### config.mk
export PLATFORM = sky130hd
export DESIGN_NAME = eth_csr_sequencer_flat
export DESIGN_NICKNAME = d
export VERILOG_FILES = /design/src/rtl/eth_csr_pkg.sv /design/src/rtl/eth_csr_sequencer_if.sv /design/src/rtl/eth_csr_rr_arb.sv /design/src/rtl/eth_csr_sequencer.sv /design/src/flat_wrapper.sv
export SDC_FILE = /design/constraint.sdc
export NUM_CORES = 1
export LEC_CHECK = 0
export CAP_MARGIN = 25
export CORE_MARGIN = 2
export CORE_UTILIZATION = 45
export DETAILED_ROUTE_END_ITERATION = 10
export PLACE_DENSITY = 0.79
export SETUP_SLACK_MARGIN = 0.02
export SLEW_MARGIN = 25
export SYNTH_ARGS = -nofsm -noshare
export SYNTH_HDL_FRONTEND = slang
export SYNTH_HIERARCHICAL = 1
export SYNTH_SLANG_ARGS = --single-unit
### constraint.sdc
create_clock -name clk -period 6.22 [get_ports clk]
set_input_delay 1.244 -clock clk [delete_from_list [all_inputs] [get_ports clk]]
set_output_delay 1.244 -clock clk [all_outputs]
set_load 0.02 [all_outputs]
### src/rtl/eth_csr_pkg.sv
// rtl/eth_csr_pkg.sv - shared constants and state type for the Ethernet CSR sequencer
package eth_csr_pkg;

  localparam int ETH_CMD_WR_BIT = 16;
  localparam int ETH_CMD_RD_BIT = 17;
  localparam int ETH_CSR_AW     = 16;
  localparam int ETH_CSR_DW     = 32;

  typedef enum logic [2:0] {
    ST_IDLE,
    ST_ISSUE,
    ST_CLEAR,
    ST_WAIT_RD,
    ST_RESP
  } t_eth_csr_state;

  function automatic int max_int(input int a, input int b);
    return (a > b) ? a : b;
  endfunction

endpackage

### src/rtl/eth_csr_sequencer_if.sv
// rtl/eth_csr_sequencer_if.sv - requester and CSR-crossing signal bundle
interface eth_csr_sequencer_if #(
  parameter int NUM_REQ = 2
);
  import eth_csr_pkg::*;

  logic [NUM_REQ-1:0]            req_valid;
  logic [NUM_REQ-1:0]            req_write;
  logic [NUM_REQ*ETH_CSR_AW-1:0] req_addr;
  logic [NUM_REQ*ETH_CSR_DW-1:0] req_wdata;
  logic [NUM_REQ-1:0]            req_ready;
  logic [NUM_REQ-1:0]            rsp_valid;
  logic [ETH_CSR_DW-1:0]         rsp_rdata;
  logic [31:0]                   ctrl_addr;
  logic [ETH_CSR_DW-1:0]         wr_data;
  logic [ETH_CSR_DW-1:0]         rd_data;
  logic                          busy;

  modport slave (
    input  req_valid, req_write, req_addr, req_wdata, rd_data,
    output req_ready, rsp_valid, rsp_rdata, ctrl_addr, wr_data, busy
  );

  modport master (
    output req_valid, req_write, req_addr, req_wdata, rd_data,
    input  req_ready, rsp_valid, rsp_rdata, ctrl_addr, wr_data, busy
  );

endinterface

### src/rtl/eth_csr_rr_arb.sv
// rtl/eth_csr_rr_arb.sv - combinational round-robin grant: first valid at or after ptr
module eth_csr_rr_arb #(
  parameter int NUM_REQ = 2,
  parameter int IDX_W   = 1
) (
  input  logic [NUM_REQ-1:0] valid,
  input  logic [IDX_W-1:0]   ptr,
  output logic [NUM_REQ-1:0] grant,
  output logic [IDX_W-1:0]   idx,
  output logic               any
);

  logic [IDX_W:0] pos;

  always_comb begin
    grant = '0;
    idx   = '0;
    any   = 1'b0;
    pos   = '0;
    for (int k = 0; k < NUM_REQ; k++) begin
      pos = {1'b0, ptr} + (IDX_W+1)'(k);
      if (pos >= (IDX_W+1)'(NUM_REQ)) begin
        pos = pos - (IDX_W+1)'(NUM_REQ);
      end
      if (!any && valid[pos[IDX_W-1:0]]) begin
        any                   = 1'b1;
        grant[pos[IDX_W-1:0]] = 1'b1;
        idx                   = pos[IDX_W-1:0];
      end
    end
  end

endmodule

### src/rtl/eth_csr_sequencer.sv
// rtl/eth_csr_sequencer.sv - serializes requester CSR accesses onto the strobed
// ctrl_addr/wr_data/rd_data triple that crosses into the HSSI management clock.
module eth_csr_sequencer
  import eth_csr_pkg::*;
#(
  parameter int NUM_REQ     = 2,
  parameter int HOLD_CYCLES = 16,
  parameter int RD_WAIT     = 16
) (
  input logic                clk,
  input logic                pck_cp2af_softReset_T1,
  eth_csr_sequencer_if.slave bus
);

  localparam int IDX_W = (NUM_REQ > 1) ? $clog2(NUM_REQ) : 1;
  localparam int CNT_W = $clog2(max_int(HOLD_CYCLES, RD_WAIT)) + 1;
  localparam logic [CNT_W-1:0] HOLD_LAST = CNT_W'(HOLD_CYCLES - 1);
  localparam logic [CNT_W-1:0] RD_LAST   = CNT_W'(RD_WAIT - 1);

  t_eth_csr_state        state;
  logic [CNT_W-1:0]      cnt;
  logic [IDX_W-1:0]      rr_ptr;
  logic [IDX_W-1:0]      g_idx;
  logic [IDX_W-1:0]      rr_next;
  logic [NUM_REQ-1:0]    g_onehot;
  logic                  cur_write;
  logic [ETH_CSR_AW-1:0] cur_addr;
  logic [ETH_CSR_DW-1:0] cur_wdata;
  logic [NUM_REQ-1:0]    arb_grant;
  logic [IDX_W-1:0]      arb_idx;
  logic                  arb_any;
  logic                  arbitrate;
  logic [ETH_CSR_AW-1:0] addr_arr  [NUM_REQ];
  logic [ETH_CSR_DW-1:0] wdata_arr [NUM_REQ];

  for (genvar i = 0; i < NUM_REQ; i++) begin : g_unpack
    assign addr_arr[i]  = bus.req_addr[i*ETH_CSR_AW +: ETH_CSR_AW];
    assign wdata_arr[i] = bus.req_wdata[i*ETH_CSR_DW +: ETH_CSR_DW];
  end

  eth_csr_rr_arb #(
    .NUM_REQ (NUM_REQ),
    .IDX_W   (IDX_W)
  ) u_arb (
    .valid (bus.req_valid),
    .ptr   (rr_ptr),
    .grant (arb_grant),
    .idx   (arb_idx),
    .any   (arb_any)
  );

  // Arbitrating during RESP lets the registered accept land in the IDLE cycle right after it.
  assign arbitrate = ((state == ST_IDLE) && (bus.req_ready == '0)) || (state == ST_RESP);
  assign rr_next   = (g_idx == IDX_W'(NUM_REQ - 1)) ? '0 : g_idx + 1'b1;
  assign g_onehot  = NUM_REQ'(1) << g_idx;

  always_ff @(posedge clk or posedge pck_cp2af_softReset_T1) begin
    if (pck_cp2af_softReset_T1) begin
      state         <= ST_IDLE;
      cnt           <= '0;
      rr_ptr        <= '0;
      g_idx         <= '0;
      cur_write     <= 1'b0;
      cur_addr      <= '0;
      cur_wdata     <= '0;
      bus.req_ready <= '0;
      bus.rsp_valid <= '0;
      bus.rsp_rdata <= '0;
      bus.ctrl_addr <= '0;
      bus.wr_data   <= '0;
      bus.busy      <= 1'b0;
    end else begin
      bus.req_ready <= '0;
      bus.rsp_valid <= '0;
      if (arbitrate && arb_any) begin
        bus.req_ready <= arb_grant;
        g_idx         <= arb_idx;
        cur_write     <= bus.req_write[arb_idx];
        cur_addr      <= addr_arr[arb_idx];
        cur_wdata     <= wdata_arr[arb_idx];
      end
      case (state)
        ST_IDLE: begin
          if (bus.req_ready != '0) begin
            state         <= ST_ISSUE;
            cnt           <= '0;
            bus.busy      <= 1'b1;
            bus.ctrl_addr <= {14'b0, ~cur_write, cur_write, cur_addr};
            bus.wr_data   <= cur_wdata;
          end
        end
        ST_ISSUE: begin
          if (cnt == HOLD_LAST) begin
            state <= ST_CLEAR;
            cnt   <= '0;
            bus.ctrl_addr[ETH_CMD_RD_BIT:ETH_CMD_WR_BIT] <= 2'b00;
          end else begin
            cnt <= cnt + 1'b1;
          end
        end
        ST_CLEAR: begin
          if (cnt == HOLD_LAST) begin
            cnt <= '0;
            if (cur_write) begin
              state         <= ST_RESP;
              bus.rsp_valid <= g_onehot;
              rr_ptr        <= rr_next;
            end else begin
              state <= ST_WAIT_RD;
            end
          end else begin
            cnt <= cnt + 1'b1;
          end
        end
        ST_WAIT_RD: begin
          if (cnt == RD_LAST) begin
            state         <= ST_RESP;
            cnt           <= '0;
            bus.rsp_rdata <= bus.rd_data;
            bus.rsp_valid <= g_onehot;
            rr_ptr        <= rr_next;
          end else begin
            cnt <= cnt + 1'b1;
          end
        end
        ST_RESP: begin
          state    <= ST_IDLE;
          cnt      <= '0;
          bus.busy <= 1'b0;
        end
        default: state <= ST_IDLE;
      endcase
    end
  end

endmodule

### src/flat_wrapper.sv
// flat-port wrapper written by rule: the top's interface ports become plain ports
module eth_csr_sequencer_flat import eth_csr_pkg::*;
#(
  parameter int NUM_REQ     = 2,
  parameter int HOLD_CYCLES = 16,
  parameter int RD_WAIT     = 16
)
  (clk, pck_cp2af_softReset_T1, bus_req_valid, bus_req_write, bus_req_addr, bus_req_wdata, bus_rd_data, bus_req_ready, bus_rsp_valid, bus_rsp_rdata, bus_ctrl_addr, bus_wr_data, bus_busy);
  eth_csr_sequencer_if #(.NUM_REQ(NUM_REQ)) bus_i ();
  input logic clk;
  input logic pck_cp2af_softReset_T1;
  input wire logic [$bits(bus_i.req_valid)-1:0] bus_req_valid;
  input wire logic [$bits(bus_i.req_write)-1:0] bus_req_write;
  input wire logic [$bits(bus_i.req_addr)-1:0] bus_req_addr;
  input wire logic [$bits(bus_i.req_wdata)-1:0] bus_req_wdata;
  input wire logic [$bits(bus_i.rd_data)-1:0] bus_rd_data;
  output wire logic [$bits(bus_i.req_ready)-1:0] bus_req_ready;
  output wire logic [$bits(bus_i.rsp_valid)-1:0] bus_rsp_valid;
  output wire logic [$bits(bus_i.rsp_rdata)-1:0] bus_rsp_rdata;
  output wire logic [$bits(bus_i.ctrl_addr)-1:0] bus_ctrl_addr;
  output wire logic [$bits(bus_i.wr_data)-1:0] bus_wr_data;
  output wire logic [$bits(bus_i.busy)-1:0] bus_busy;
  assign bus_i.req_valid = bus_req_valid;
  assign bus_i.req_write = bus_req_write;
  assign bus_i.req_addr = bus_req_addr;
  assign bus_i.req_wdata = bus_req_wdata;
  assign bus_i.rd_data = bus_rd_data;
  assign bus_req_ready = bus_i.req_ready;
  assign bus_rsp_valid = bus_i.rsp_valid;
  assign bus_rsp_rdata = bus_i.rsp_rdata;
  assign bus_ctrl_addr = bus_i.ctrl_addr;
  assign bus_wr_data = bus_i.wr_data;
  assign bus_busy = bus_i.busy;
  eth_csr_sequencer #(.NUM_REQ(NUM_REQ), .HOLD_CYCLES(HOLD_CYCLES), .RD_WAIT(RD_WAIT)) u_core (.clk(clk), .pck_cp2af_softReset_T1(pck_cp2af_softReset_T1), .bus(bus_i));
endmodule
==> flow_summary.html, run 1 <==
<table>
<tr><th>Metric</th><th>Value</th></tr>
<tr><th colspan="2">Outcome</th></tr>
<tr><td>Status</td><td>finished, final reports clean</td></tr>
<tr><th colspan="2">STA</th></tr>
<tr><td>Max-slew violation count</td><td>0</td></tr>
<tr><td>Fmax achieved</td><td>299 MHz</td></tr>
<tr><td>Worst relative slew slack</td><td>42.0%</td></tr>
<tr><td>Final hold violation count</td><td>0</td></tr>
<tr><td>Unrepaired setup endpoints after global routing</td><td>no</td></tr>
<tr><td>Post-layout minimum cycle time</td><td>3340 ps</td></tr>
<tr><td>Final setup violation count</td><td>0</td></tr>
<tr><td>Setup tns final</td><td>0 ps</td></tr>
<tr><td>Period Utilization, post-route</td><td>53.7%</td></tr>
<tr><td>Worst slew pin tran</td><td>868 ps</td></tr>
<tr><td>Clock skew</td><td>4.07 ps</td></tr>
<tr><th colspan="2">Clock network</th></tr>
<tr><td>Source-to-sink clock delay at the later pin of the worst-skew pair</td><td>410 ps</td></tr>
<tr><td>CTS-repair resized insts</td><td>0</td></tr>
<tr><td>Number of buffers added to fix hold violations after cts</td><td>0</td></tr>
<tr><td>Cell chosen for the clock root</td><td>sky130_fd_sc_hd__clkbuf_16</td></tr>
<tr><td>CTS clk-pin slew, worst paths</td><td>60 ps</td></tr>
<tr><td>Inserted Clock Buffers</td><td>17</td></tr>
<tr><td>Number of sinks driven by the clock tree</td><td>146</td></tr>
<tr><td>Maximum buffer depth of the clock tree</td><td>2</td></tr>
<tr><td>Post-CTS setup buffer count</td><td>0</td></tr>
<tr><td>CTS HTree Levels</td><td>4</td></tr>
<tr><td>Clock tree from TritonCTS</td><td>yes</td></tr>
<tr><th colspan="2">Floorplan</th></tr>
<tr><td>Width of the chip</td><td>123 um</td></tr>
<tr><td>Row count</td><td>43</td></tr>
<tr><td>Core Area</td><td>13,800 um2</td></tr>
<tr><td>Overall die height</td><td>123 um</td></tr>
<tr><td>Initial cell density of the core</td><td>45.8%</td></tr>
<tr><td>I/O pin count</td><td>235</td></tr>
<tr><td>Floorplan die area</td><td>15,000 um2</td></tr>
<tr><th colspan="2">Pwr</th></tr>
<tr><td>Power density over the cells</td><td>432 nW/um2</td></tr>
<tr><td>Leak pwr</td><td>3.95 nW</td></tr>
<tr><td>Peak ir drop on the vdd network</td><td>0.278 mV</td></tr>
<tr><th colspan="2">Worst setup path</th></tr>
<tr><td>Worst path slowest cell</td><td>sky130_fd_sc_hd__a21boi_4</td></tr>
<tr><td>Number of cells traversed by the worst register-to-register path</td><td>5</td></tr>
<tr><td>Largest stage delay on the critical path</td><td>720 ps</td></tr>
<tr><td>Worst path required time</td><td>6510 ps</td></tr>
<tr><td>Nature of the critical path startpoint</td><td>input port</td></tr>
<tr><td>Cell seen most often among critical-path stages</td><td>sky130_fd_sc_hd__mux2_2</td></tr>
<tr><td>CP delay by family, top</td><td>buffers and inverters</td></tr>
<tr><td>Arrival @ worst endpoint</td><td>3640 ps</td></tr>
<tr><td>Endpoint type of the worst setup path</td><td>register</td></tr>
<tr><td>Worst Path Buf+Inv</td><td>2</td></tr>
<tr><td>Peak fanout along the critical path</td><td>27</td></tr>
<tr><td>Worst setup path class</td><td>input port to register</td></tr>
<tr><td>Cell breakdown of the critical path</td><td>clkdlybuf4s50_1 &gt; a21boi_4 &gt; buf_4 &gt; mux2_2 &gt; mux2_2</td></tr>
<tr><td>Terminus of the critical flop-to-flop path</td><td>u_core/bus.wr_data[23]</td></tr>
<tr><td>Worst-case register-to-register setup slack</td><td>3680 ps</td></tr>
<tr><td>R2r startpoint</td><td>u_core/state[0]</td></tr>
<tr><th colspan="2">GRT</th></tr>
<tr><td>Pin count of the biggest net entering global routing</td><td>88</td></tr>
<tr><td>Global-route wire length before repair</td><td>21,300 um</td></tr>
<tr><td>GRT Util Overall</td><td>18.4%</td></tr>
<tr><td>Residual overflow from global routing</td><td>0</td></tr>
<tr><td>Via count of the first global-routing pass</td><td>4,456</td></tr>
<tr><td>Number of antenna violations at the first check in global routing</td><td>0</td></tr>
<tr><th colspan="2">Detailed routing</th></tr>
<tr><td>Drt via density</td><td>4.95</td></tr>
<tr><td>Via count</td><td>4,150</td></tr>
<tr><td>Number of antenna-violating nets in the routed design</td><td>0</td></tr>
<tr><td>Routed Wire Length</td><td>13,500 um</td></tr>
<tr><td>First DRT Iteration DRCs</td><td>130</td></tr>
<tr><td>Average wire length per cell after detail routing</td><td>16.1 um</td></tr>
<tr><td>DR pass1 iterations</td><td>4</td></tr>
<tr><td>Remaining routing DRC violations</td><td>0</td></tr>
<tr><th colspan="2">Final layout</th></tr>
<tr><td>Antenna Diode Count</td><td>0</td></tr>
<tr><td>Most common cell after layout, fill and taps aside</td><td>sky130_fd_sc_hd__clkdlybuf4s50_1</td></tr>
<tr><td>Commonest cells after routing, fill and taps aside</td><td>220 x sky130_fd_sc_hd__clkdlybuf4s50_1, 172 x sky130_fd_sc_hd__mux2_2, 146 x sky130_fd_sc_hd__dfrtp_1</td></tr>
<tr><td>Fraction of layout instances using a drive strength above 1</td><td>31.9%</td></tr>
<tr><td>Cell area after layout</td><td>9170 um2</td></tr>
<tr><td>Number of fill cells in the layout</td><td>987</td></tr>
<tr><td>Final-stage net count</td><td>781</td></tr>
<tr><td>Post-synthesis to final-layout area growth</td><td>44.8%</td></tr>
<tr><th colspan="2">Placement</th></tr>
<tr><td>Post-DP HPWL</td><td>9610 um</td></tr>
<tr><td>Final Wtd Congestion</td><td>0.755</td></tr>
<tr><td>Number of I/O port buffers</td><td>220</td></tr>
<tr><td>Cell Area, Placed</td><td>8630 um2</td></tr>
<tr><th colspan="2">Flow run</th></tr>
<tr><td>Max-cap violation count</td><td>0</td></tr>
<tr><th colspan="2">Synth</th></tr>
<tr><td>Gate Count Post-Synth</td><td>425</td></tr>
<tr><td>Synthesis-stage register bit count</td><td>146</td></tr>
<tr><td>Most frequently used flop master after synthesis</td><td>sky130_fd_sc_hd__dfrtp_1</td></tr>
<tr><td>Avg Synthesized Cell Area</td><td>14.9 um2</td></tr>
<tr><td>Share of synthesized area occupied by flip-flops and latches</td><td>57.7%</td></tr>
<tr><td>Area of the mapped netlist</td><td>6330 um2</td></tr>
<tr><td>Count of synthesis-stage warnings from yosys</td><td>6</td></tr>
<tr><td>Share of flip-flops with an asynchronous set or reset</td><td>100%</td></tr>
<tr><td>Number of different library cells in the post-synthesis netlist</td><td>43</td></tr>
<tr><td>EDFF count, synth</td><td>0</td></tr>
<tr><th colspan="2">Hold path</th></tr>
<tr><td>Endpoint of the worst hold path</td><td>u_core/bus.ctrl_addr[6]</td></tr>
<tr><td>Hold Path Cell Cnt</td><td>1</td></tr>
<tr><td>Type of the tightest min-delay check</td><td>register to register</td></tr>
<tr><td>Startpoint of the worst hold path</td><td>u_core/bus.ctrl_addr[6]</td></tr>
</table>
## layer usage
layer	part of all wire (%)	vias to the layer above	global-route usage [%]
met1	40	2040	21.6
met3	7.9	19	6.37
li1	-	1935	-
met5	0	-	0
met4	2.0	0	8.05
met2	50	156	30.6
## synthesized netlist by cell type, types with 2 or more instances
| master | instances | share of area [%] |
|---|---|---|
| sky130_fd_sc_hd__a21boi_1 | 3 | 0.36 |
| sky130_fd_sc_hd__a21oi_1 | 2 | 0.16 |
| sky130_fd_sc_hd__a22o_1 | 2 | 0.28 |
| sky130_fd_sc_hd__and4b_1 | 3 | 0.47 |
| sky130_fd_sc_hd__buf_2 | 8 | 0.63 |
| sky130_fd_sc_hd__buf_4 | 17 | 2.0 |
| sky130_fd_sc_hd__buf_6 | 5 | 0.89 |
| sky130_fd_sc_hd__clkbuf_1 | 7 | 0.42 |
| sky130_fd_sc_hd__dfrtp_1 | 146 | 58 |
| sky130_fd_sc_hd__inv_1 | 7 | 0.42 |
| sky130_fd_sc_hd__mux2_1 | 5 | 0.89 |
| sky130_fd_sc_hd__mux2_2 | 172 | 31 |
| sky130_fd_sc_hd__mux2i_1 | 3 | 0.47 |
| sky130_fd_sc_hd__nand2_1 | 4 | 0.24 |
| sky130_fd_sc_hd__nand2b_1 | 2 | 0.20 |
| sky130_fd_sc_hd__nand3_1 | 3 | 0.24 |
| sky130_fd_sc_hd__nand4b_1 | 3 | 0.42 |
| sky130_fd_sc_hd__nor2_1 | 5 | 0.30 |
| sky130_fd_sc_hd__nor4_1 | 2 | 0.20 |
| sky130_fd_sc_hd__o21ai_0 | 2 | 0.16 |
| sky130_fd_sc_hd__or2_1 | 2 | 0.20 |
## power breakdown
group | total [mW] | switching [mW] | internal (mW)
Clock | 0.915 | 0.355 | 0.560
Combinational | 1.49 | 0.649 | 0.842
Sequential | 1.56 | 0.212 | 1.34
Total | 3.96 | 1.22 | 2.75
## logic make-up after synthesis
kind of cell | after synthesis | share of synthesized area (%)
DFF | 146 | 57.7
muxes | 180 | 32.0
and+or+nand+nor | 34 | 3.54
AOI/OAI and AO/OA | 18 | 2.11
other | 1 | 0.0592
adders and majority gates | 1 | 0.198
buffers and inverters | 45 | 4.45
## flip-flops by register name, summed over array words and instances, names as in the netlist
name	cells
u_core/bus.ctrl_addr	18
u_core/bus.rsp_valid	2
u_core/rr_ptr	1
u_core/cur_addr	16
u_core/bus.req_ready	2
u_core/bus.wr_data	32
u_core/bus.rsp_rdata	32
u_core/cur_write	1
u_core/cnt	5
u_core/bus.busy	1
u_core/cur_wdata	32
u_core/state	3
u_core/g_idx	1
## stage by stage
stage	utilization (%)	cells	hold WS, ps	worst slack (ps)	power [mW]
floorplan	-	438	432	1050	2.42
global placement	62.3	806	468	2490	3.02
detailed placement	62.4	807	475	2410	3.08
CTS	66.3	839	491	2850	4.01
global route	66.3	839	511	2750	4.19
finish	66.3	839	489	2880	3.96
## layout make-up
cell class | count | area [um2] | area share, %
Clock buffer | 27 | 513 | 5.60
Clock inverter | 5 | 25.0 | 0.273
Sequential cell | 146 | 3650 | 39.9
Inverter | 7 | 31.3 | 0.341
Tap cell | 180 | 225 | 2.46
Timing Repair Buffer | 227 | 2260 | 24.7
Multi-Input combinational cell | 247 | 2460 | 26.8
## worst max path at each step
stage	depth (start not counted)	startpoint	to	slack [ps]
after floorplan	1	pck_cp2af_softReset_T1	u_core/bus.busy	1050
after global placement	5	bus_req_valid[1]	u_core/cur_wdata[16]	2490
after detailed placement	5	bus_req_valid[1]	u_core/cur_wdata[1]	2410
after CTS	5	bus_req_valid[1]	u_core/cur_wdata[13]	2850
after global routing	5	bus_req_valid[1]	u_core/cur_wdata[22]	2750
final	5	bus_req_valid[1]	u_core/cur_wdata[3]	2880
(Power assumes the default switching activity.)
==> inputs of run 2 (changes only) <==
- clock period: 6.22 -> 3.35 ns (I/O delays scaled with it)
==> run 2 against run 1 <==
Combinational power is 87% higher. Critical path type is now register to output pin. Via count is 0.36% lower. Highest routed layer unchanged. First-iteration DRC count is 8.5% higher. Non-clock buffer count stayed put. Clock skew is 1.7 ps higher. Design area is 0.37% higher.
==> flow_summary.html, run 2 (synthesis results as in run 1) <==
<table>
<tr><th>Metric</th><th>Value</th></tr>
<tr><th colspan="2">Outcome</th></tr>
<tr><td>Status</td><td>finished, final reports clean</td></tr>
<tr><th colspan="2">Hold path</th></tr>
<tr><td>Hold Path Cell Cnt</td><td>1 (unchanged)</td></tr>
<tr><td>Type of the tightest min-delay check</td><td>register to register</td></tr>
<tr><td>Startpoint of the worst hold path</td><td>u_core/g_idx</td></tr>
<tr><th colspan="2">Floorplan</th></tr>
<tr><td>Floorplan die area</td><td>15,000 um2 (unchanged)</td></tr>
<tr><td>Initial cell density of the core</td><td>45.8% (unchanged)</td></tr>
<tr><td>Overall die height</td><td>123 um (unchanged)</td></tr>
<tr><td>Width of the chip</td><td>123 um (unchanged)</td></tr>
<tr><td>Row count</td><td>43 (unchanged)</td></tr>
<tr><td>Core Area</td><td>13,800 um2 (unchanged)</td></tr>
<tr><td>I/O pin count</td><td>235 (unchanged)</td></tr>
<tr><th colspan="2">Final layout</th></tr>
<tr><td>Most common cell after layout, fill and taps aside</td><td>sky130_fd_sc_hd__clkdlybuf4s50_1</td></tr>
<tr><td>Number of fill cells in the layout</td><td>971 (-1.6%)</td></tr>
<tr><td>Largest registers</td><td>u_core/bus.rsp_rdata: 32 flops, u_core/bus.wr_data: 32 flops, u_core/cur_wdata: 32 flops</td></tr>
<tr><td>Post-synthesis to final-layout area growth</td><td>45.3%</td></tr>
<tr><td>Fraction of layout instances using a drive strength above 1</td><td>32.6% (+0.76 points)</td></tr>
<tr><td>Antenna Diode Count</td><td>0 (unchanged)</td></tr>
<tr><td>Non-filler instance count after layout</td><td>839 (unchanged)</td></tr>
<tr><td>Commonest cells after routing, fill and taps aside</td><td>220 x sky130_fd_sc_hd__clkdlybuf4s50_1, 172 x sky130_fd_sc_hd__mux2_2, 146 x sky130_fd_sc_hd__dfrtp_1</td></tr>
<tr><td>Final-stage net count</td><td>781 (unchanged)</td></tr>
<tr><th colspan="2">STA</th></tr>
<tr><td>Final hold violation count</td><td>0 (unchanged)</td></tr>
<tr><td>Worst slew pin tran</td><td>778 ps (-90.0 ps)</td></tr>
<tr><td>Setup tns final</td><td>0 ps (unchanged)</td></tr>
<tr><td>Final setup violation count</td><td>0 (unchanged)</td></tr>
<tr><td>Post-layout minimum cycle time</td><td>2160 ps</td></tr>
<tr><td>Fmax achieved</td><td>463 MHz</td></tr>
<tr><td>Setup WS post-layout</td><td>1190 ps (-1690 ps)</td></tr>
<tr><td>Clock skew</td><td>5.80 ps (+1.73 ps)</td></tr>
<tr><td>Unrepaired setup endpoints after global routing</td><td>no</td></tr>
<tr><td>Max-slew violation count</td><td>0 (unchanged)</td></tr>
<tr><td>Period Utilization, post-route</td><td>64.4%</td></tr>
<tr><td>Worst relative slew slack</td><td>48.1% (+6.1 points)</td></tr>
<tr><th colspan="2">Clock network</th></tr>
<tr><td>Post-CTS setup buffer count</td><td>0 (unchanged)</td></tr>
<tr><td>Number of buffers added to fix hold violations after cts</td><td>0 (unchanged)</td></tr>
<tr><td>Maximum buffer depth of the clock tree</td><td>2 (unchanged)</td></tr>
<tr><td>Cell chosen for the clock root</td><td>sky130_fd_sc_hd__clkbuf_16</td></tr>
<tr><td>CTS clk-pin slew, worst paths</td><td>60 ps (about the same)</td></tr>
<tr><td>Inserted Clock Buffers</td><td>17 (unchanged)</td></tr>
<tr><td>CTS-repair resized insts</td><td>0 (unchanged)</td></tr>
<tr><td>Number of sinks driven by the clock tree</td><td>146 (unchanged)</td></tr>
<tr><td>Clock tree from TritonCTS</td><td>yes</td></tr>
<tr><td>Source-to-sink clock delay at the later pin of the worst-skew pair</td><td>420 ps (about the same)</td></tr>
<tr><td>CTS HTree Levels</td><td>4 (unchanged)</td></tr>
<tr><th colspan="2">GRT</th></tr>
<tr><td>Number of antenna violations at the first check in global routing</td><td>0 (unchanged)</td></tr>
<tr><td>GRT Util Overall</td><td>18.4% (-0.048 points)</td></tr>
<tr><td>Global Route met2 Usage</td><td>31.8% (+1.1 points)</td></tr>
<tr><td>Met1 Use GR</td><td>20.4% (-1.2 points)</td></tr>
<tr><td>Global-route wire length before repair</td><td>21,100 um (-1.0%)</td></tr>
<tr><td>Met3 usage in global routing</td><td>6.27% (-0.093 points)</td></tr>
<tr><td>Pin count of the biggest net entering global routing</td><td>147 (+67%)</td></tr>
<tr><td>Via count of the first global-routing pass</td><td>4,334 (-2.7%)</td></tr>
<tr><td>Residual overflow from global routing</td><td>0 (unchanged)</td></tr>
<tr><td>Most Crowded Layer GR</td><td>met2</td></tr>
<tr><th colspan="2">Detailed routing</th></tr>
<tr><td>Remaining routing DRC violations</td><td>0 (unchanged)</td></tr>
<tr><td>DR pass1 iterations</td><td>4 (unchanged)</td></tr>
<tr><td>First DRT Iteration DRCs</td><td>141 (+8.5%)</td></tr>
<tr><td>Number of antenna-violating nets in the routed design</td><td>0 (unchanged)</td></tr>
<tr><td>Drt via density</td><td>4.93 (-0.36%)</td></tr>
<tr><td>Routed Wire Length</td><td>13,700 um (+1.1%)</td></tr>
<tr><td>Via count</td><td>4,135 (-0.36%)</td></tr>
<tr><td>Average wire length per cell after detail routing</td><td>16.3 um (+1.1%)</td></tr>
<tr><th colspan="2">Pwr</th></tr>
<tr><td>Leak pwr</td><td>3.94 nW (-0.26%)</td></tr>
<tr><td>Power density over the cells</td><td>807 nW/um2 (+87%)</td></tr>
<tr><td>Peak ir drop on the vdd network</td><td>0.568 mV (+100%)</td></tr>
<tr><th colspan="2">Worst setup path</th></tr>
<tr><td>Critical path startpoint</td><td>u_core/bus.req_ready[1]</td></tr>
<tr><td>Number of cells traversed by the worst register-to-register path</td><td>4 (-1)</td></tr>
<tr><td>Peak fanout along the critical path</td><td>5 (-81%)</td></tr>
<tr><td>Arrival @ worst endpoint</td><td>1490 ps (-2150 ps)</td></tr>
<tr><td>Worst path required time</td><td>2680 ps (-3830 ps)</td></tr>
<tr><td>Nature of the critical path startpoint</td><td>register</td></tr>
<tr><td>Largest stage delay on the critical path</td><td>650 ps (-70 ps)</td></tr>
<tr><td>Endpoint type of the worst setup path</td><td>output pin</td></tr>
<tr><td>Worst Path Buf+Inv</td><td>1 (-1)</td></tr>
<tr><td>Cell count along the critical path</td><td>1 (-4)</td></tr>
<tr><td>R2r startpoint</td><td>u_core/state[2]</td></tr>
<tr><td>Worst path slowest cell</td><td>sky130_fd_sc_hd__clkdlybuf4s50_1</td></tr>
<tr><td>CP delay by family, top</td><td>buffers and inverters</td></tr>
<tr><td>Cell breakdown of the critical path</td><td>clkdlybuf4s50_1</td></tr>
<tr><td>Worst setup path class</td><td>register to output pin</td></tr>
<tr><th colspan="2">Placement</th></tr>
<tr><td>Worst Setup Slack post-DPL</td><td>776 ps (-1630 ps)</td></tr>
<tr><td>Post-DP HPWL</td><td>9460 um (-1.5%)</td></tr>
<tr><td>Final Wtd Congestion</td><td>0.823 (+9.1%)</td></tr>
<tr><td>Post-Place Cells</td><td>807 (unchanged)</td></tr>
<tr><td>Number of I/O port buffers</td><td>220 (unchanged)</td></tr>
<tr><th colspan="2">Flow run</th></tr>
<tr><td>Max-cap violation count</td><td>0 (unchanged)</td></tr>
</table>
-- run 2: cell type report --
class                      instances  area, um2  share of cell area [%]
clock buffer                      18        439                    4.77
sequential                       146       3650                    39.7
multi-input combinational        247       2460                    26.7
tap                              180        225                    2.45
timing repair buffer             227       2280                    24.8
clock inverter                    14        116                    1.26
inverter                           7       30.0                   0.326
-- run 2: where the power goes --
group | internal [mW] | total (mW) | leakage [nW] | switching [mW]
registers | 2.50 | 2.89 | 1.83 | 0.399
clock network | 1.03 | 1.75 | 0.256 | 0.719
logic | 1.57 | 2.78 | 1.86 | 1.21
total | 5.10 | 7.42 | 3.94 | 2.32
-- run 2: path summary, 6_finish.rpt --
check / to / slack, ps
max: bus_req_ready[1] / 1190
max in group asynchronous: u_core/bus.wr_data[19] / 1940
min in group asynchronous: u_core/bus.ctrl_addr[5] / 840
min: u_core/bus.rsp_valid[0] / 470
min reg2reg: u_core/bus.rsp_valid[0] / 470
max reg2reg: u_core/bus.rsp_rdata[11] / 1310
-- run 2: metrics by stage --
stage | util, % | instance area, um2 | total power [mW] | hold WS, ps
after CTS | 66.5 | 9200 | 7.52 | 486
after floorplan | - | 6380 | 4.50 | 432
after detailed placement | 62.5 | 8650 | 5.73 | 475
final | 66.5 | 9200 | 7.42 | 475
after global placement | 62.5 | 8650 | 5.61 | 451
after global routing | 66.5 | 9200 | 7.84 | 500
-- run 2: metal layers --
layer	up-vias	wire [um]	part of all wire, %
li1	1929	-	-
met1	2031	5380	39
met2	156	6930	51
met3	19	1100	8.0
met4	0	280	2.0
met5	-	0	0
==> inputs of run 3 (changes only) <==
- clock period: 3.35 -> 2.01 ns (I/O delays scaled with it)
==> run 3 against run 2 <==
Count of clock-buffer cells in the layout is 6 higher. Largest power group unchanged. Sequential power is 66% higher. Sequential share of layout area is 0.45 points lower.
==> flow_summary.html, run 3 (synthesis results as in run 1) <==
<table>
<tr><th>Metric</th><th>Value</th></tr>
<tr><th colspan="2">Outcome</th></tr>
<tr><td>Status</td><td>finished, final reports clean</td></tr>
<tr><th colspan="2">Clock network</th></tr>
<tr><td>CTS HTree Levels</td><td>4 (unchanged)</td></tr>
<tr><td>Number of sinks driven by the clock tree</td><td>146 (unchanged)</td></tr>
<tr><td>Clock tree from TritonCTS</td><td>yes</td></tr>
<tr><td>Number of buffers added to fix hold violations after cts</td><td>0 (unchanged)</td></tr>
<tr><td>Maximum buffer depth of the clock tree</td><td>2 (unchanged)</td></tr>
<tr><td>CTS clk-pin slew, worst paths</td><td>60 ps (about the same)</td></tr>
<tr><td>Post-CTS setup buffer count</td><td>0 (unchanged)</td></tr>
<tr><td>Source-to-sink clock delay at the later pin of the worst-skew pair</td><td>400 ps (-20 ps)</td></tr>
<tr><td>CTS-repair resized insts</td><td>0 (unchanged)</td></tr>
<tr><td>Cell chosen for the clock root</td><td>sky130_fd_sc_hd__clkbuf_16</td></tr>
<tr><td>Inserted Clock Buffers</td><td>17 (unchanged)</td></tr>
<tr><th colspan="2">Detailed routing</th></tr>
<tr><td>Remaining routing DRC violations</td><td>0 (unchanged)</td></tr>
<tr><td>Via count</td><td>4,188 (+1.3%)</td></tr>
<tr><td>DR pass1 iterations</td><td>4 (unchanged)</td></tr>
<tr><td>Drt via density</td><td>4.95 (+0.44%)</td></tr>
<tr><td>Routed Wire Length</td><td>13,300 um (-2.7%)</td></tr>
<tr><td>Average wire length per cell after detail routing</td><td>15.8 um (-3.5%)</td></tr>
<tr><td>Number of antenna-violating nets in the routed design</td><td>0 (unchanged)</td></tr>
<tr><td>First DRT Iteration DRCs</td><td>79 (-44%)</td></tr>
<tr><th colspan="2">Pwr</th></tr>
<tr><td>Internal power</td><td>8.49 mW (+67%)</td></tr>
<tr><td>Leak pwr</td><td>4.01 nW (+1.7%)</td></tr>
<tr><td>Switching power total</td><td>3.78 mW (+63%)</td></tr>
<tr><td>Clock network power share</td><td>22.0% (-1.6 points)</td></tr>
<tr><td>Peak ir drop on the vdd network</td><td>0.816 mV (+44%)</td></tr>
<tr><td>Logic gate share of total power</td><td>38.9% (+1.5 points)</td></tr>
<tr><td>Power density over the cells</td><td>1320 nW/um2 (+63%)</td></tr>
<tr><td>Switching Fraction</td><td>30.8% (-0.50 points)</td></tr>
<tr><td>Fraction of power consumed by sequential logic</td><td>39.1% (about the same)</td></tr>
<tr><th colspan="2">Final layout</th></tr>
<tr><td>Largest registers</td><td>u_core/bus.rsp_rdata: 32 flops, u_core/bus.wr_data: 32 flops, u_core/cur_wdata: 32 flops</td></tr>
<tr><td>Antenna Diode Count</td><td>0 (unchanged)</td></tr>
<tr><td>Number of fill cells in the layout</td><td>975 (+0.41%)</td></tr>
<tr><td>Fraction of layout instances using a drive strength above 1</td><td>32.6% (-0.043 points)</td></tr>
<tr><td>Most common cell after layout, fill and taps aside</td><td>sky130_fd_sc_hd__clkdlybuf4s50_1</td></tr>
<tr><td>Cell area after layout</td><td>9310 um2 (+1.1%)</td></tr>
<tr><td>Final-stage net count</td><td>790 (+1.2%)</td></tr>
<tr><td>Post-synthesis to final-layout area growth</td><td>47.0%</td></tr>
<tr><td>Commonest cells after routing, fill and taps aside</td><td>220 x sky130_fd_sc_hd__clkdlybuf4s50_1, 172 x sky130_fd_sc_hd__mux2_2, 146 x sky130_fd_sc_hd__dfrtp_1</td></tr>
<tr><td>Final core area utilization</td><td>67.3% (+0.76 points)</td></tr>
<tr><th colspan="2">Worst setup path</th></tr>
<tr><td>Largest stage delay on the critical path</td><td>660 ps (about the same)</td></tr>
<tr><td>Worst-case register-to-register setup slack</td><td>160 ps (-1150 ps)</td></tr>
<tr><td>Peak fanout along the critical path</td><td>5 (unchanged)</td></tr>
<tr><td>Critical path startpoint</td><td>u_core/bus.req_ready[0]</td></tr>
<tr><td>R2r startpoint</td><td>u_core/cnt[0]</td></tr>
<tr><td>Worst Path Buf+Inv</td><td>1 (unchanged)</td></tr>
<tr><td>Worst setup path class</td><td>register to output pin</td></tr>
<tr><td>Nature of the critical path startpoint</td><td>register</td></tr>
<tr><td>Worst path required time</td><td>1610 ps (-1070 ps)</td></tr>
<tr><td>Worst path slowest cell</td><td>sky130_fd_sc_hd__clkdlybuf4s50_1</td></tr>
<tr><td>CP delay by family, top</td><td>buffers and inverters</td></tr>
<tr><td>Endpoint type of the worst setup path</td><td>output pin</td></tr>
<tr><td>Arrival @ worst endpoint</td><td>1470 ps (-20 ps)</td></tr>
<tr><td>Cell breakdown of the critical path</td><td>clkdlybuf4s50_1</td></tr>
<tr><th colspan="2">Hold path</th></tr>
<tr><td>Type of the tightest min-delay check</td><td>input port to asynchronous set/reset pin</td></tr>
<tr><th colspan="2">STA</th></tr>
<tr><td>Post-layout minimum cycle time</td><td>1880 ps</td></tr>
<tr><td>Period Utilization, post-route</td><td>93.4%</td></tr>
<tr><td>Clock skew</td><td>10.4 ps (+4.59 ps)</td></tr>
<tr><td>Worst slew pin tran</td><td>508 ps (-270 ps)</td></tr>
<tr><td>Fmax achieved</td><td>533 MHz</td></tr>
<tr><td>Final hold violation count</td><td>0 (unchanged)</td></tr>
<tr><td>Final setup violation count</td><td>0 (unchanged)</td></tr>
<tr><td>Setup tns final</td><td>0 ps (unchanged)</td></tr>
<tr><td>Worst relative slew slack</td><td>65.8% (+18 points)</td></tr>
<tr><td>Unrepaired setup endpoints after global routing</td><td>no</td></tr>
<tr><td>Max-slew violation count</td><td>0 (unchanged)</td></tr>
<tr><td>Setup WS post-layout</td><td>134 ps (-1060 ps)</td></tr>
<tr><th colspan="2">GRT</th></tr>
<tr><td>Global-route wire length before repair</td><td>21,300 um (+1.1%)</td></tr>
<tr><td>Pin count of the biggest net entering global routing</td><td>44 (-70%)</td></tr>
<tr><td>Number of antenna violations at the first check in global routing</td><td>0 (unchanged)</td></tr>
<tr><td>Residual overflow from global routing</td><td>0 (unchanged)</td></tr>
<tr><td>Via count of the first global-routing pass</td><td>4,436 (+2.4%)</td></tr>
<tr><td>GRT Util Overall</td><td>18.3% (-0.078 points)</td></tr>
<tr><th colspan="2">Flow run</th></tr>
<tr><td>Max-cap violation count</td><td>0 (unchanged)</td></tr>
<tr><th colspan="2">Floorplan</th></tr>
<tr><td>Floorplan die area</td><td>15,000 um2 (unchanged)</td></tr>
<tr><td>Overall die height</td><td>123 um (unchanged)</td></tr>
<tr><td>Width of the chip</td><td>123 um (unchanged)</td></tr>
<tr><td>I/O pin count</td><td>235 (unchanged)</td></tr>
<tr><td>Core Area</td><td>13,800 um2 (unchanged)</td></tr>
<tr><td>Initial cell density of the core</td><td>45.8% (unchanged)</td></tr>
<tr><td>Row count</td><td>43 (unchanged)</td></tr>
<tr><th colspan="2">Placement</th></tr>
<tr><td>Final Wtd Congestion</td><td>0.766 (-7.0%)</td></tr>
<tr><td>Number of I/O port buffers</td><td>220 (unchanged)</td></tr>
<tr><td>Worst Setup Slack post-DPL</td><td>-140 ps (-916 ps)</td></tr>
<tr><td>Post-DP HPWL</td><td>9750 um (+3.0%)</td></tr>
<tr><td>Cell Area, Placed</td><td>8800 um2 (+1.8%)</td></tr>
</table>
[run 3: cell type report]
class                   count  area [um2]  share of cell area (%)
repair buffers            236        2430                    26.2
flip-flops and latches    146        3650                    39.3
multi-input cells         247        2460                    26.4
inverters                   7        30.0                   0.323
clock inverters             6        33.8                   0.363
clock buffers              24         472                    5.07
well taps                 180         225                    2.42
[run 3: power groups by stage]
| stage | combinational (mW) | sequential (mW) | clock (mW) |
|---|---|---|---|
| after global routing | 5.11 | 4.95 | 2.92 |
| after CTS | 4.84 | 4.80 | 2.78 |
| after floorplan | 2.02 | 5.48 | 0 |
| after global placement | 4.70 | 4.77 | 0 |
| after detailed placement | 4.82 | 4.84 | 0 |
| final | 4.77 | 4.80 | 2.70 |
[run 3: routing by layer]
metal,track usage (%),up-vias,share of wire (%)
met5,0,-,0
met4,6.18,0,1.4
met3,5.48,13,7.6
met2,31.8,157,51
met1,21.6,2066,40
li1,-,1952,-
[run 3: metrics by stage]
step	hold WS [ps]	power, mW	cells
4_1_cts	355	12.4	846
6_report	352	12.3	846
3_5_place_dp	457	9.66	816
5_1_grt	372	13.0	846
2_1_floorplan	432	7.50	438
3_3_place_gp	457	9.47	816
[run 3: worst paths after layout]
check	endpoint	depth (start not counted)
max	bus_req_ready[0]	1
min	u_core/cur_addr[1]	2
max reg2reg	u_core/bus.rsp_rdata[27]	5
min reg2reg	u_core/bus.rsp_rdata[8]	1
max in group asynchronous	u_core/cur_wdata[31]	3
min in group clk	u_core/bus.rsp_rdata[8]	1
